File: config.mk
export PLATFORM = sky130hd
export DESIGN_NAME = spi_peripheral_ht16d35a_rx_flat
export DESIGN_NICKNAME = d
export VERILOG_FILES = /design/src/rtl/spi_peripheral_ht16d35a_rx_if.sv /design/src/rtl/spi_peripheral_ht16d35a_rx.sv /design/src/flat_wrapper.sv
export SDC_FILE = /design/constraint.sdc
export NUM_CORES = 1
export LEC_CHECK = 0
export ABC_AREA = 1
export ABC_CLOCK_PERIOD_IN_PS = 2800
export CORE_UTILIZATION = 55
export DETAILED_ROUTE_END_ITERATION = 12
export PLACE_DENSITY = 0.78
export SLEW_MARGIN = 5
export SYNTH_ARGS = -nofsm -noshare
export SYNTH_HDL_FRONTEND = slang
export SYNTH_SLANG_ARGS = --single-unit
export TNS_END_PERCENT = 20
File: constraint.sdc
create_clock -name clk -period 2.8 [get_ports clk]
set_clock_uncertainty 0.15 [all_clocks]
set_input_delay 0.42 -clock clk [delete_from_list [all_inputs] [get_ports clk]]
set_output_delay 0.42 -clock clk [all_outputs]
set_load 0.01 [all_outputs]
File: src/rtl/spi_peripheral_ht16d35a_rx_if.sv
// Bus bundle between a 3-wire SPI write controller and the HT16D35A receive model.
//   sck, dio, cs_n : SPI pins driven by the controller
//   err_clear      : clears the sticky error flags
//   rx_*           : per-byte report (data, one-cycle valid pulse, byte position)
//   frame_*        : end-of-frame pulse and number of complete bytes
//   *_err          : sticky timing / framing error flags
interface spi_peripheral_ht16d35a_rx_if #(
    parameter int unsigned MAX_BYTES = 8
);
    localparam int unsigned CW = $clog2(MAX_BYTES + 1);

    logic          sck;
    logic          dio;
    logic          cs_n;
    logic          err_clear;
    logic [7:0]    rx_data;
    logic          rx_valid;
    logic [CW-1:0] rx_index;
    logic          frame_done;
    logic [CW-1:0] frame_count;
    logic          gap_err;
    logic          partial_err;
    logic          overrun_err;

    // Controller / host side
    modport master (
        output sck, dio, cs_n, err_clear,
        input  rx_data, rx_valid, rx_index, frame_done, frame_count,
        input  gap_err, partial_err, overrun_err
    );

    // Receiver side
    modport slave (
        input  sck, dio, cs_n, err_clear,
        output rx_data, rx_valid, rx_index, frame_done, frame_count,
        output gap_err, partial_err, overrun_err
    );
endinterface

File: src/rtl/spi_peripheral_ht16d35a_rx.sv
// Receive-side model of the HT16D35A 3-wire SPI target (write-only).
// Oversamples sck/dio/cs_n on clk, rebuilds MSB-first bytes, reports each byte,
// frame ends, and sticky gap / partial-byte / overrun errors.
//   clk   : system clock
//   reset : asynchronous, active-low reset
//   bus   : slave modport of spi_peripheral_ht16d35a_rx_if (SPI pins in, reports out)
module spi_peripheral_ht16d35a_rx #(
    parameter int unsigned MAX_BYTES   = 8,
    parameter int unsigned CLK_2us     = 100,
    parameter int unsigned SYNC_STAGES = 2
) (
    input  logic                         clk,
    input  logic                         reset,
    spi_peripheral_ht16d35a_rx_if.slave  bus
);
    localparam int unsigned CW = $clog2(MAX_BYTES + 1);
    localparam int unsigned GW = $clog2(CLK_2us + 1);
    localparam int unsigned SW = $clog2(SYNC_STAGES + 2);

    typedef enum logic [1:0] {
        S_WAIT_CS_HIGH,
        S_IDLE,
        S_SHIFT,
        S_GAP
    } state_e;

    state_e                 state_q,       state_d;
    logic [SYNC_STAGES-1:0] sck_sync_q,    sck_sync_d;
    logic [SYNC_STAGES-1:0] dio_sync_q,    dio_sync_d;
    logic [SYNC_STAGES-1:0] cs_sync_q,     cs_sync_d;
    logic                   sck_prev_q,    sck_prev_d;
    logic                   cs_dly_q,      cs_dly_d;
    logic [SW-1:0]          settle_q,      settle_d;
    logic [7:0]             shreg_q,       shreg_d;
    logic [3:0]             bit_cnt_q,     bit_cnt_d;
    logic [CW-1:0]          byte_idx_q,    byte_idx_d;
    logic [GW-1:0]          gap_cnt_q,     gap_cnt_d;
    logic [7:0]             rx_data_q,     rx_data_d;
    logic                   rx_valid_q,    rx_valid_d;
    logic [CW-1:0]          rx_index_q,    rx_index_d;
    logic                   frame_done_q,  frame_done_d;
    logic [CW-1:0]          frame_count_q, frame_count_d;
    logic                   gap_err_q,     gap_err_d;
    logic                   partial_err_q, partial_err_d;
    logic                   overrun_err_q, overrun_err_d;

    logic sck_s_c, dio_s_c, cs_s_c;
    logic sck_rise_c, sck_fall_c;
    logic gap_set_c, partial_set_c, overrun_set_c;

    assign sck_s_c    = sck_sync_q[SYNC_STAGES-1];
    assign dio_s_c    = dio_sync_q[SYNC_STAGES-1];
    assign cs_s_c     = cs_sync_q[SYNC_STAGES-1];
    assign sck_rise_c = sck_s_c & ~sck_prev_q;
    assign sck_fall_c = ~sck_s_c & sck_prev_q;

    // Next-state, datapath and report logic
    always_comb begin
        state_d       = state_q;
        sck_sync_d    = {sck_sync_q[SYNC_STAGES-2:0], bus.sck};
        dio_sync_d    = {dio_sync_q[SYNC_STAGES-2:0], bus.dio};
        cs_sync_d     = {cs_sync_q[SYNC_STAGES-2:0], bus.cs_n};
        sck_prev_d    = sck_s_c;
        // cs_n is looked at one cycle after sck so a byte finishing together
        // with the CS release is reported before the frame end
        cs_dly_d      = cs_s_c;
        settle_d      = settle_q;
        shreg_d       = shreg_q;
        bit_cnt_d     = bit_cnt_q;
        byte_idx_d    = byte_idx_q;
        gap_cnt_d     = gap_cnt_q;
        rx_data_d     = rx_data_q;
        rx_valid_d    = 1'b0;
        rx_index_d    = rx_index_q;
        frame_done_d  = 1'b0;
        frame_count_d = frame_count_q;
        gap_set_c     = 1'b0;
        partial_set_c = 1'b0;
        overrun_set_c = 1'b0;

        // Synchronisers come out of reset preset high; ignore cs_n until flushed
        if (settle_q != SW'(SYNC_STAGES + 1)) begin
            settle_d = settle_q + SW'(1);
        end

        case (state_q)
            S_WAIT_CS_HIGH: begin
                if ((settle_q == SW'(SYNC_STAGES + 1)) && cs_dly_q) begin
                    state_d = S_IDLE;
                end
            end

            S_IDLE: begin
                if (!cs_dly_q) begin
                    state_d    = S_SHIFT;
                    bit_cnt_d  = 4'd0;
                    byte_idx_d = '0;
                    gap_cnt_d  = '0;
                end
            end

            S_SHIFT: begin
                if (bit_cnt_q == 4'd8) begin
                    // Byte complete: report it, then time the inter-byte gap
                    rx_data_d  = shreg_q;
                    rx_valid_d = 1'b1;
                    rx_index_d = byte_idx_q;
                    if (byte_idx_q == CW'(MAX_BYTES)) begin
                        overrun_set_c = 1'b1;
                    end else begin
                        byte_idx_d = byte_idx_q + CW'(1);
                    end
                    bit_cnt_d = 4'd0;
                    gap_cnt_d = '0;
                    state_d   = S_GAP;
                end else if (cs_dly_q) begin
                    if (bit_cnt_q != 4'd0) begin
                        partial_set_c = 1'b1;
                    end
                    bit_cnt_d     = 4'd0;
                    frame_done_d  = 1'b1;
                    frame_count_d = byte_idx_q;
                    state_d       = S_IDLE;
                end else if (sck_rise_c) begin
                    shreg_d   = {shreg_q[6:0], dio_s_c};
                    bit_cnt_d = bit_cnt_q + 4'd1;
                end
            end

            S_GAP: begin
                if (gap_cnt_q != GW'(CLK_2us)) begin
                    gap_cnt_d = gap_cnt_q + GW'(1);
                end
                if (cs_dly_q) begin
                    if (gap_cnt_q < GW'(CLK_2us)) begin
                        gap_set_c = 1'b1;
                    end
                    frame_done_d  = 1'b1;
                    frame_count_d = byte_idx_q;
                    state_d       = S_IDLE;
                end else if (sck_fall_c) begin
                    if (gap_cnt_q < GW'(CLK_2us)) begin
                        gap_set_c = 1'b1;
                    end
                    state_d = S_SHIFT;
                end
            end

            default: state_d = S_WAIT_CS_HIGH;
        endcase

        // Sticky flags: a set in the same cycle as err_clear wins
        gap_err_d     = gap_set_c     | (gap_err_q     & ~bus.err_clear);
        partial_err_d = partial_set_c | (partial_err_q & ~bus.err_clear);
        overrun_err_d = overrun_set_c | (overrun_err_q & ~bus.err_clear);
    end

    // State and output registers
    always_ff @(posedge clk or negedge reset) begin
        if (!reset) begin
            state_q       <= S_WAIT_CS_HIGH;
            sck_sync_q    <= '1;
            dio_sync_q    <= '1;
            cs_sync_q     <= '1;
            sck_prev_q    <= 1'b1;
            cs_dly_q      <= 1'b1;
            settle_q      <= '0;
            shreg_q       <= '0;
            bit_cnt_q     <= '0;
            byte_idx_q    <= '0;
            gap_cnt_q     <= '0;
            rx_data_q     <= '0;
            rx_valid_q    <= 1'b0;
            rx_index_q    <= '0;
            frame_done_q  <= 1'b0;
            frame_count_q <= '0;
            gap_err_q     <= 1'b0;
            partial_err_q <= 1'b0;
            overrun_err_q <= 1'b0;
        end else begin
            state_q       <= state_d;
            sck_sync_q    <= sck_sync_d;
            dio_sync_q    <= dio_sync_d;
            cs_sync_q     <= cs_sync_d;
            sck_prev_q    <= sck_prev_d;
            cs_dly_q      <= cs_dly_d;
            settle_q      <= settle_d;
            shreg_q       <= shreg_d;
            bit_cnt_q     <= bit_cnt_d;
            byte_idx_q    <= byte_idx_d;
            gap_cnt_q     <= gap_cnt_d;
            rx_data_q     <= rx_data_d;
            rx_valid_q    <= rx_valid_d;
            rx_index_q    <= rx_index_d;
            frame_done_q  <= frame_done_d;
            frame_count_q <= frame_count_d;
            gap_err_q     <= gap_err_d;
            partial_err_q <= partial_err_d;
            overrun_err_q <= overrun_err_d;
        end
    end

    assign bus.rx_data     = rx_data_q;
    assign bus.rx_valid    = rx_valid_q;
    assign bus.rx_index    = rx_index_q;
    assign bus.frame_done  = frame_done_q;
    assign bus.frame_count = frame_count_q;
    assign bus.gap_err     = gap_err_q;
    assign bus.partial_err = partial_err_q;
    assign bus.overrun_err = overrun_err_q;

endmodule
File: src/flat_wrapper.sv
// flat-port wrapper written by rule: the top's interface ports become plain ports
module spi_peripheral_ht16d35a_rx_flat 
#(
    parameter int unsigned MAX_BYTES   = 8,
    parameter int unsigned CLK_2us     = 100,
    parameter int unsigned SYNC_STAGES = 2
)
  (clk, reset, bus_sck, bus_dio, bus_cs_n, bus_err_clear, bus_rx_data, bus_rx_valid, bus_rx_index, bus_frame_done, bus_frame_count, bus_gap_err, bus_partial_err, bus_overrun_err);
  spi_peripheral_ht16d35a_rx_if #(.MAX_BYTES(MAX_BYTES)) bus_i ();
  input  logic clk;
  input  logic reset;
  input wire logic [$bits(bus_i.sck)-1:0] bus_sck;
  input wire logic [$bits(bus_i.dio)-1:0] bus_dio;
  input wire logic [$bits(bus_i.cs_n)-1:0] bus_cs_n;
  input wire logic [$bits(bus_i.err_clear)-1:0] bus_err_clear;
  output wire logic [$bits(bus_i.rx_data)-1:0] bus_rx_data;
  output wire logic [$bits(bus_i.rx_valid)-1:0] bus_rx_valid;
  output wire logic [$bits(bus_i.rx_index)-1:0] bus_rx_index;
  output wire logic [$bits(bus_i.frame_done)-1:0] bus_frame_done;
  output wire logic [$bits(bus_i.frame_count)-1:0] bus_frame_count;
  output wire logic [$bits(bus_i.gap_err)-1:0] bus_gap_err;
  output wire logic [$bits(bus_i.partial_err)-1:0] bus_partial_err;
  output wire logic [$bits(bus_i.overrun_err)-1:0] bus_overrun_err;
  assign bus_i.sck = bus_sck;
  assign bus_i.dio = bus_dio;
  assign bus_i.cs_n = bus_cs_n;
  assign bus_i.err_clear = bus_err_clear;
  assign bus_rx_data = bus_i.rx_data;
  assign bus_rx_valid = bus_i.rx_valid;
  assign bus_rx_index = bus_i.rx_index;
  assign bus_frame_done = bus_i.frame_done;
  assign bus_frame_count = bus_i.frame_count;
  assign bus_gap_err = bus_i.gap_err;
  assign bus_partial_err = bus_i.partial_err;
  assign bus_overrun_err = bus_i.overrun_err;
  spi_peripheral_ht16d35a_rx #(.MAX_BYTES(MAX_BYTES), .CLK_2us(CLK_2us), .SYNC_STAGES(SYNC_STAGES)) u_core (.clk(clk), .reset(reset), .bus(bus_i));
endmodule
======== After elaboration in Yosys (flattened, before gate mapping) ========
Cells that the tools add are included.
storage, ports and cells
  register bits after elaboration ......... 56
  input bits .............................. 6
cells by class
  bitwise logic cells ..................... 13
  equality and inequality tests ........... 17
  order comparisons ....................... 1
  multiplexer cells ....................... 38
  add/subtract/negate cells ............... 4
  reductions and logical operators ........ 13
operator list
  operator                                                                  number
  4-bit two-way mux                                                         8
  4-bit one-hot mux with 2 select lines                                     3
  7-bit two-way mux                                                         3
  7-bit one-hot mux with 3 select lines                                     1
  4-bit AND reduction                                                       4
  1-bit two-way mux                                                         15
  2-bit two-way mux                                                         6
  4-bit by 1-bit adder with 4-bit output (second input constant)            2
  4-bit equality test (second input constant)                               2
  2-bit inequality test (second input constant)                             4
  2-bit one-hot mux with 4 select lines                                     1
  7-bit by 1-bit adder with 7-bit output (second input constant)            1
  7-bit < comparator (second input constant)                                1
  7-bit inequality test (second input constant)                             1
  2-bit equality test (second input constant)                               3
  2-bit by 1-bit inequality test with 1-bit output (second input constant)  3
  3-bit by 1-bit inequality test with 1-bit output (second input constant)  2
  1-bit bitwise AND                                                         5
  1-bit NOT                                                                 5
  4-bit by 1-bit inequality test with 1-bit output (second input constant)  1
  2-bit AND reduction                                                       2
  2-bit nonzero test                                                        2
  4-bit nonzero test                                                        1
  1-bit bitwise OR                                                          3
  other kinds (7)                                                           7

======== Depth between registers and ports, before layout ========
Gate-level depths: netlist of run 1.
  depth in word-level cells ............... 6
  mapped depth ............................ 11

======== Worst setup path before layout of run 1 ========
OpenSTA, ideal clock, no wires.
  path type ............................... register to register
  from .................................... reg u_core.state_q[0]
  to ...................................... reg u_core.state_q[1]
  period minus slack after synthesis ...... 1594 ps
  stages on the path, launching flop included .. 11
  data arrival time ....................... 1323 ps
  data required time ...................... 2530 ps
  path buffers ............................ 2
  setup slack ............................. 1206 ps
  cells stage by stage .................... dfrtp_1 -> inv_1 -> ha_1 -> buf_4 -> nand3_1 -> buf_2 -> nand2_1 -> nand2_1 -> nand2_1 -> nand2_1 -> nand2_1
between the ends
  longest elaborated chain between the ends .. 3
ends and longest elaborated chain
  item                                                                                       line                               source
  start, declared                                                                            spi_peripheral_ht16d35a_rx.sv:27   state_e state_q, state_d;
  start signal, assigned                                                                     spi_peripheral_ht16d35a_rx.sv:181  state_q <= state_d;
  2-bit equality test (tied with other cells)                                                spi_peripheral_ht16d35a_rx.sv:86   case (state_q)
  3-bit by 1-bit inequality test with 1-bit output (no source line) (tied with other cells)  -
  4-bit AND reduction (no source line)                                                       -
Several ways; a longest one is shown, not always the timed one.
A chain may end at the register's enable or synchronous reset.

======== Worst setup path after layout of run 1 ========
  from .................................... reg u_core.state_q[0]
  to ...................................... reg u_core.shreg_q[7]
between the ends
  longest elaborated chain between the ends .. 2
ends and longest elaborated chain
  item                                  line                               source
  2-bit equality test                   spi_peripheral_ht16d35a_rx.sv:86
  4-bit AND reduction (no source line)  -
  end signal, assigned                  spi_peripheral_ht16d35a_rx.sv:188  shreg_q <= shreg_d;
  end, declared                         spi_peripheral_ht16d35a_rx.sv:34   logic [7:0] shreg_q, shreg_d;
Every way passes these cells.

==> results.json, run 1 <==
{
  "wl_per_cell_um": 11.3,
  "core_area_um2": 4440,
  "dr.pass1.iters": 6,
  "yosysWarnings": 0,
  "drc": 0,
  "gp_congestion": 0.814,
  "layout.nets": 348,
  "slew_violations": 0,
  "peakVddDrop_uv": 394,
  "status": "complete, no violations",
  "root_buffer": "clkbuf_8",
  "post_cts_resize_count": 0,
  "ys_types": 27,
  "ioPinCount": 27,
  "cts-htree-levels": 2,
  "fin_util_pct": 67.8,
  "r2r_slack_ns": 0.67,
  "ys_top_cells_by_area": "dfrtp_1, nand2_1, dfstp_2, ha_1, inv_1",
  "antenna_found_initial": 0,
  "crit_family": "simple AND/OR/NAND/NOR gates",
  "clock_path_buffers": 2,
  "maxSlewHeadroom_pct": 58.2,
  "rsz0062_at_grt": "false",
  "diodes": 0,
  "rows": 24,
  "track_usage_pct": 19.8,
  "dp_hpwl_mm": 3.28,
  "syn_avg_cell_area_um2": 8.72,
  "max_stage_delay_ns": 0.42,
  "total_power_uw": 1940,
  "antenna_left": 0,
  "die_area_um2": 5020,
  "crit_path_start_kind": "flip-flop",
  "setup_viol": 0,
  "clock_sink_count": 56,
  "postPlaceCellArea_um2": 2910,
  "syn_inst": 299,
  "drive_above_1_share_pct": 9.37,
  "syn2layout_area_growth_pct": 15.4,
  "path_buf_inv": 2,
  "tightest_slew_ns": 0.625,
  "max_freq_ghz": 0.470,
  "fin_ws_ns": 0.672,
  "fin_area_um2": 3010,
  "yosysTopAreaCellShare_pct": 46.0,
  "die_height_um": 70.9,
  "cp_slowest_cell": "dfrtp_1",
  "fillers": 354,
  "hold_viol": 0,
  "wl_mm": 4.33,
  "portBuffers": 26,
  "preCtsSetupSlack_ns": 0.667,
  "end_kind": "flip-flop",
  "overflow": 0,
  "required_ns": 2.84,
  "clk_pin_slew_ns": 0.09,
  "grt_pass1_wl_mm": 7.80,
  "post-route-min-period_ns": 2.13,
  "cellPowerDensity_nw_per_um2": 643,
  "die_w_um": 70.9,
  "crit_top_cell": "inv_1",
  "avgViaCountPerCell": 5.10,
  "worstPathArrival_ns": 2.17,
  "cts_made_buffers": 5,
  "clkLatencyLatePin_ns": 0.30,
  "grt_pass1_vias": 1825,
  "yosysTopAreaCell": "dfrtp_1",
  "synth_nets": 317,
  "synth.yosys.seq_area_share_pct": 54.1,
  "synth-seq-cells": 56,
  "crit_chain": "inv_1 > ha_1 > nand3_2 > nor2_2 > inv_1 > nand2_1 > o21ai_2",
  "start_util_pct": 58.7,
  "grt_max_degree": 37,
  "via_count": 1953,
  "hold_class": "reg -> reg",
  "maxCapViolCount": 0,
  "path_class": "reg -> reg",
  "p_leak_uw": 0.00152,
  "synth_area_um2": 2610,
  "tns_ns": 0,
  "tritoncts": "built",
  "crit_path_max_fanout": 11,
  "drtIter0Drc": 182,
  "timing.final.crit_share_pct": 76.0
}
cell families after synthesis:
kind of cell	count (synthesis)	synth area share (%)
flip-flops	56	54.1
multiplexers	1	0.432
AND/OR/NAND/NOR	150	24.0
adder cells (fa/ha/maj)	12	5.76
XOR/XNOR	7	2.35
AO/OA/AOI/OAI	31	6.67
buffers and inverters	42	6.67
flip-flops by register name, summed over array words and instances (netlist names), 4 cells and up:
signal	count
u_core.bit_cnt_q	4
u_core.gap_cnt_q	7
u_core.shreg_q	8
u_core.byte_idx_q	4
u_core.bus.rx_data	8
u_core.bus.rx_index	4
u_core.bus.frame_count	4
per-stage QoR:
| stage | hold WS [ns] | cells |
|---|---|---|
| final | 0.208 | 383 |
| after global routing | 0.213 | 383 |
| after CTS | 0.210 | 383 |
| after detailed placement | 0.197 | 374 |
| after global placement | 0.196 | 374 |
| after floorplan | -0.0256 | 299 |
per-layer routing:
metal | track usage [%] | up-vias | wire length (µm)
li1 | - | 993 | -
met1 | 26.1 | 920 | 2000
met2 | 33.4 | 36 | 2100
met3 | 4.27 | 4 | 193
met4 | 5.33 | 0 | 42
met5 | 0 | - | 0
layout by cell type (no fill, tap or decap), drive strengths merged, types with 6 or more instances in the layout:
cell	n
nand2	115
dfrtp	48
inv	36
clkdlybuf4s50	25
o21ai	24
nand3	15
nor2	14
ha	12
dfstp	8
clkbuf	6
worst paths after layout:
path,start,depth (start not counted),to
setup / recovery,u_core.state_q[0],7,u_core.shreg_q[7]
hold / removal,u_core.cs_sync_q[1],0,u_core.cs_dly_q
setup reg to reg,u_core.state_q[0],7,u_core.shreg_q[7]
hold reg to reg,u_core.cs_sync_q[1],0,u_core.cs_dly_q
max in group asynchronous,reset,3,u_core.shreg_q[5]
min in group asynchronous,reset,3,u_core.gap_cnt_q[3]
Yosys cell counts:
cell and number:
a21oi_1 2, and2_2 1, buf_2 4, buf_4 1
buf_6 1, dfrtp_1 48, dfstp_2 8, ha_1 12
inv_1 35, inv_2 1, mux2_2 1, nand2_1 112
nand2_2 3, nand3_1 13, nand3_2 2, nand4_1 4
nor2_1 12, nor2_2 1, nor2_4 1, nor3b_1 1
o211ai_1 2, o21ai_0 22, o21ai_2 2, o22ai_1 2
o32ai_1 1, xnor2_1 4, xor2_1 3
repair_timing:
| action | in CTS | in global routing |
|---|---|---|
| endpoints found under the hold margin | 12 | 0 |
| hold buffers | 1 | 0 |
| buffers inserted | 0 | 0 |
final cells by class:
type                            instances  area, µm²  share of cell area (%)
Tap cell                               52       65.1                    2.16
Inverter                               36        135                    4.49
Clock inverter                          2       16.3                   0.540
Clock buffer                            6       72.6                    2.41
Timing Repair Buffer                   30        288                    9.56
Multi-Input combinational cell        201       1020                    34.0
Sequential cell                        56       1410                    46.9
power by group:
| group | switching [µW] | internal (µW) | total, µW |
|---|---|---|---|
| combinational | 360 | 192 | 552 |
| sequential | 67.8 | 892 | 960 |
| clock | 245 | 178 | 423 |
| total | 673 | 1260 | 1940 |
(Power assumes the default switching activity.)
==> run 2, diff against run 1 <==
--- a/config.mk
+++ b/config.mk
@@ -6,7 +6,7 @@
 export NUM_CORES = 1
 export LEC_CHECK = 0
 export ABC_AREA = 1
-export ABC_CLOCK_PERIOD_IN_PS = 2800
+export ABC_CLOCK_PERIOD_IN_PS = 2200
 export CORE_UTILIZATION = 55
 export DETAILED_ROUTE_END_ITERATION = 12
 export PLACE_DENSITY = 0.78
==> constraint.sdc (replaced) <==
create_clock -name clk -period 2.2 [get_ports clk]
set_clock_uncertainty 0.15 [all_clocks]
set_input_delay 0.33 -clock clk [delete_from_list [all_inputs] [get_ports clk]]
set_output_delay 0.33 -clock clk [all_outputs]
set_load 0.01 [all_outputs]
==> results.json, run 2 (synthesized netlist as in run 1, its figures left out) <==
{
  "violations": "DRC",
  "clock_sink_count": 56,
  "drtIter0Drc": 138,
  "p_leak_uw": 0.00154,
  "ioPinCount": 27,
  "slew_violations": 0,
  "multi_input_area_um2": 1020,
  "layout_commonest_cell": "nand2_1",
  "track_usage_pct": 21.4,
  "power.net_switching_uw": 880,
  "power_frac_clock_pct": 25.9,
  "maxSlewHeadroom_pct": 64.3,
  "post-route-min-period_ns": 1.83,
  "max_freq_ghz": 0.546,
  "clock_path_buffers": 2,
  "layout.nets": 349,
  "drive_above_1_share_pct": 9.64,
  "tns_ns": 0,
  "fin_ws_ns": 0.368,
  "rows": 24,
  "grt_pass1_wl_mm": 8.45,
  "die_height_um": 70.9,
  "preCtsSetupSlack_ns": 0.386,
  "hold_depth": 0,
  "seq_power_share_pct": 47.0,
  "drc": 2,
  "portBuffers": 26,
  "fillers": 373,
  "crit_path_max_fanout": 8,
  "path_class": "reg -> reg",
  "status": "complete, but fails checks",
  "peakVddDrop_uv": 583,
  "grt_max_degree": 35,
  "cts-htree-levels": 2,
  "ff2ff_path_depth": 5,
  "tritoncts": "built",
  "whs_endpoint": "u_core.dio_sync_q[1]",
  "dp_hpwl_mm": 3.42,
  "required_ns": 2.22,
  "root_buffer": "clkbuf_8",
  "maxCapViolCount": 0,
  "switching_share_pct": 33.8,
  "cts_made_buffers": 5,
  "die_area_um2": 5020,
  "diodes": 0,
  "grt_pass1_vias": 1857,
  "fin_area_um2": 3050,
  "overflow": 0,
  "avgViaCountPerCell": 5.05,
  "post_cts_resize_count": 0,
  "clk_pin_slew_ns": 0.10,
  "via_count": 1938,
  "regArea_um2": 1410,
  "wl_per_cell_um": 12.2,
  "syn2layout_area_growth_pct": 17.1,
  "power_frac_comb_pct": 27.1,
  "rsz0062_at_grt": "false",
  "end_kind": "flip-flop",
  "r2r-end": "u_core.bus.frame_count[2]",
  "postPlaceCellArea_um2": 2930,
  "timing.final.crit_share_pct": 83.3,
  "instances_no_fill": 384,
  "crit_path_start_kind": "flip-flop",
  "setup_viol": 0,
  "tightest_slew_ns": 0.533,
  "clkLatencyLatePin_ns": 0.31,
  "cellPowerDensity_nw_per_um2": 853,
  "wl_mm": 4.70,
  "antenna_found_initial": 0,
  "r2r_slack_ns": 0.37,
  "worstPathArrival_ns": 1.85,
  "hold_class": "reg -> reg",
  "place_inst": 375,
  "min-delay-start": "u_core.dio_sync_q[0]",
  "reg2reg_from": "u_core.state_q[0]",
  "antenna_left": 0,
  "dr.pass1.iters": 10,
  "start_util_pct": 58.7,
  "core_area_um2": 4440,
  "power.internal_uw": 1730,
  "die_w_um": 70.9,
  "gp_congestion": 0.829,
  "hold_viol": 0,
  "mostFrequentLayoutCells": "nand2_1, dfrtp_1, inv_1"
}
-- run 2: stage by stage --
step	util [%]	power, µW	hold slack (ns)
finish	68.7	2610	0.202
global route	68.7	2790	0.217
CTS	68.7	2620	0.211
detailed placement	66.0	1940	0.190
global placement	66.0	1930	0.185
floorplan	-	1730	-0.116
-- run 2: power groups by stage --
stage          sequential, µW  clock [µW]  combinational [µW]
2_1_floorplan            1240           0                 495
3_3_place_gp             1240           0                 693
3_5_place_dp             1240           0                 697
4_1_cts                  1220         689                 703
5_1_grt                  1240         726                 821
6_report                 1220         676                 706
-- run 2: worst max-delay path by stage --
stage	from	endpoint	slack [ns]
global placement	u_core.state_q[0]	u_core.byte_idx_q[2]	0.46
finish	u_core.state_q[0]	u_core.bus.frame_count[2]	0.37
detailed placement	u_core.state_q[0]	u_core.bus.frame_count[2]	0.39
CTS	u_core.state_q[0]	u_core.bus.frame_count[2]	0.37
floorplan	u_core.state_q[0]	u_core.state_q[1]	0.61
global route	u_core.state_q[0]	u_core.byte_idx_q[2]	0.18
-- run 2: worst max-delay path: stages (launching register included) --
cell      delay [ns]
dfrtp_1         0.43
inv_1           0.16
ha_1            0.34
nand3_1         0.17
o211ai_1        0.28
o21ai_0         0.17
-- run 2: cell type report --
cell class | count | share of cell area [%]
clock buffer | 6 | 2.38
clock inverter | 2 | 1.27
inverter | 36 | 4.42
multi-input combinational | 201 | 33.5
sequential | 56 | 46.2
tap | 52 | 2.13
timing repair buffer | 31 | 10.1
-- run 2: timing repair --
item	4_1_cts	5_1_grt
hold endpoints to repair	14	0
hold buffers	1	0
setup buffers	0	0
-- run 2: per-layer routing --
layer  vias up  routed length [µm]  track usage [%]
met5         -                   0                0
met3         6                 172             4.56
li1        993                   -                -
met4         0                  57             6.00
met1       897                2290             30.3
met2        42                2180             34.0
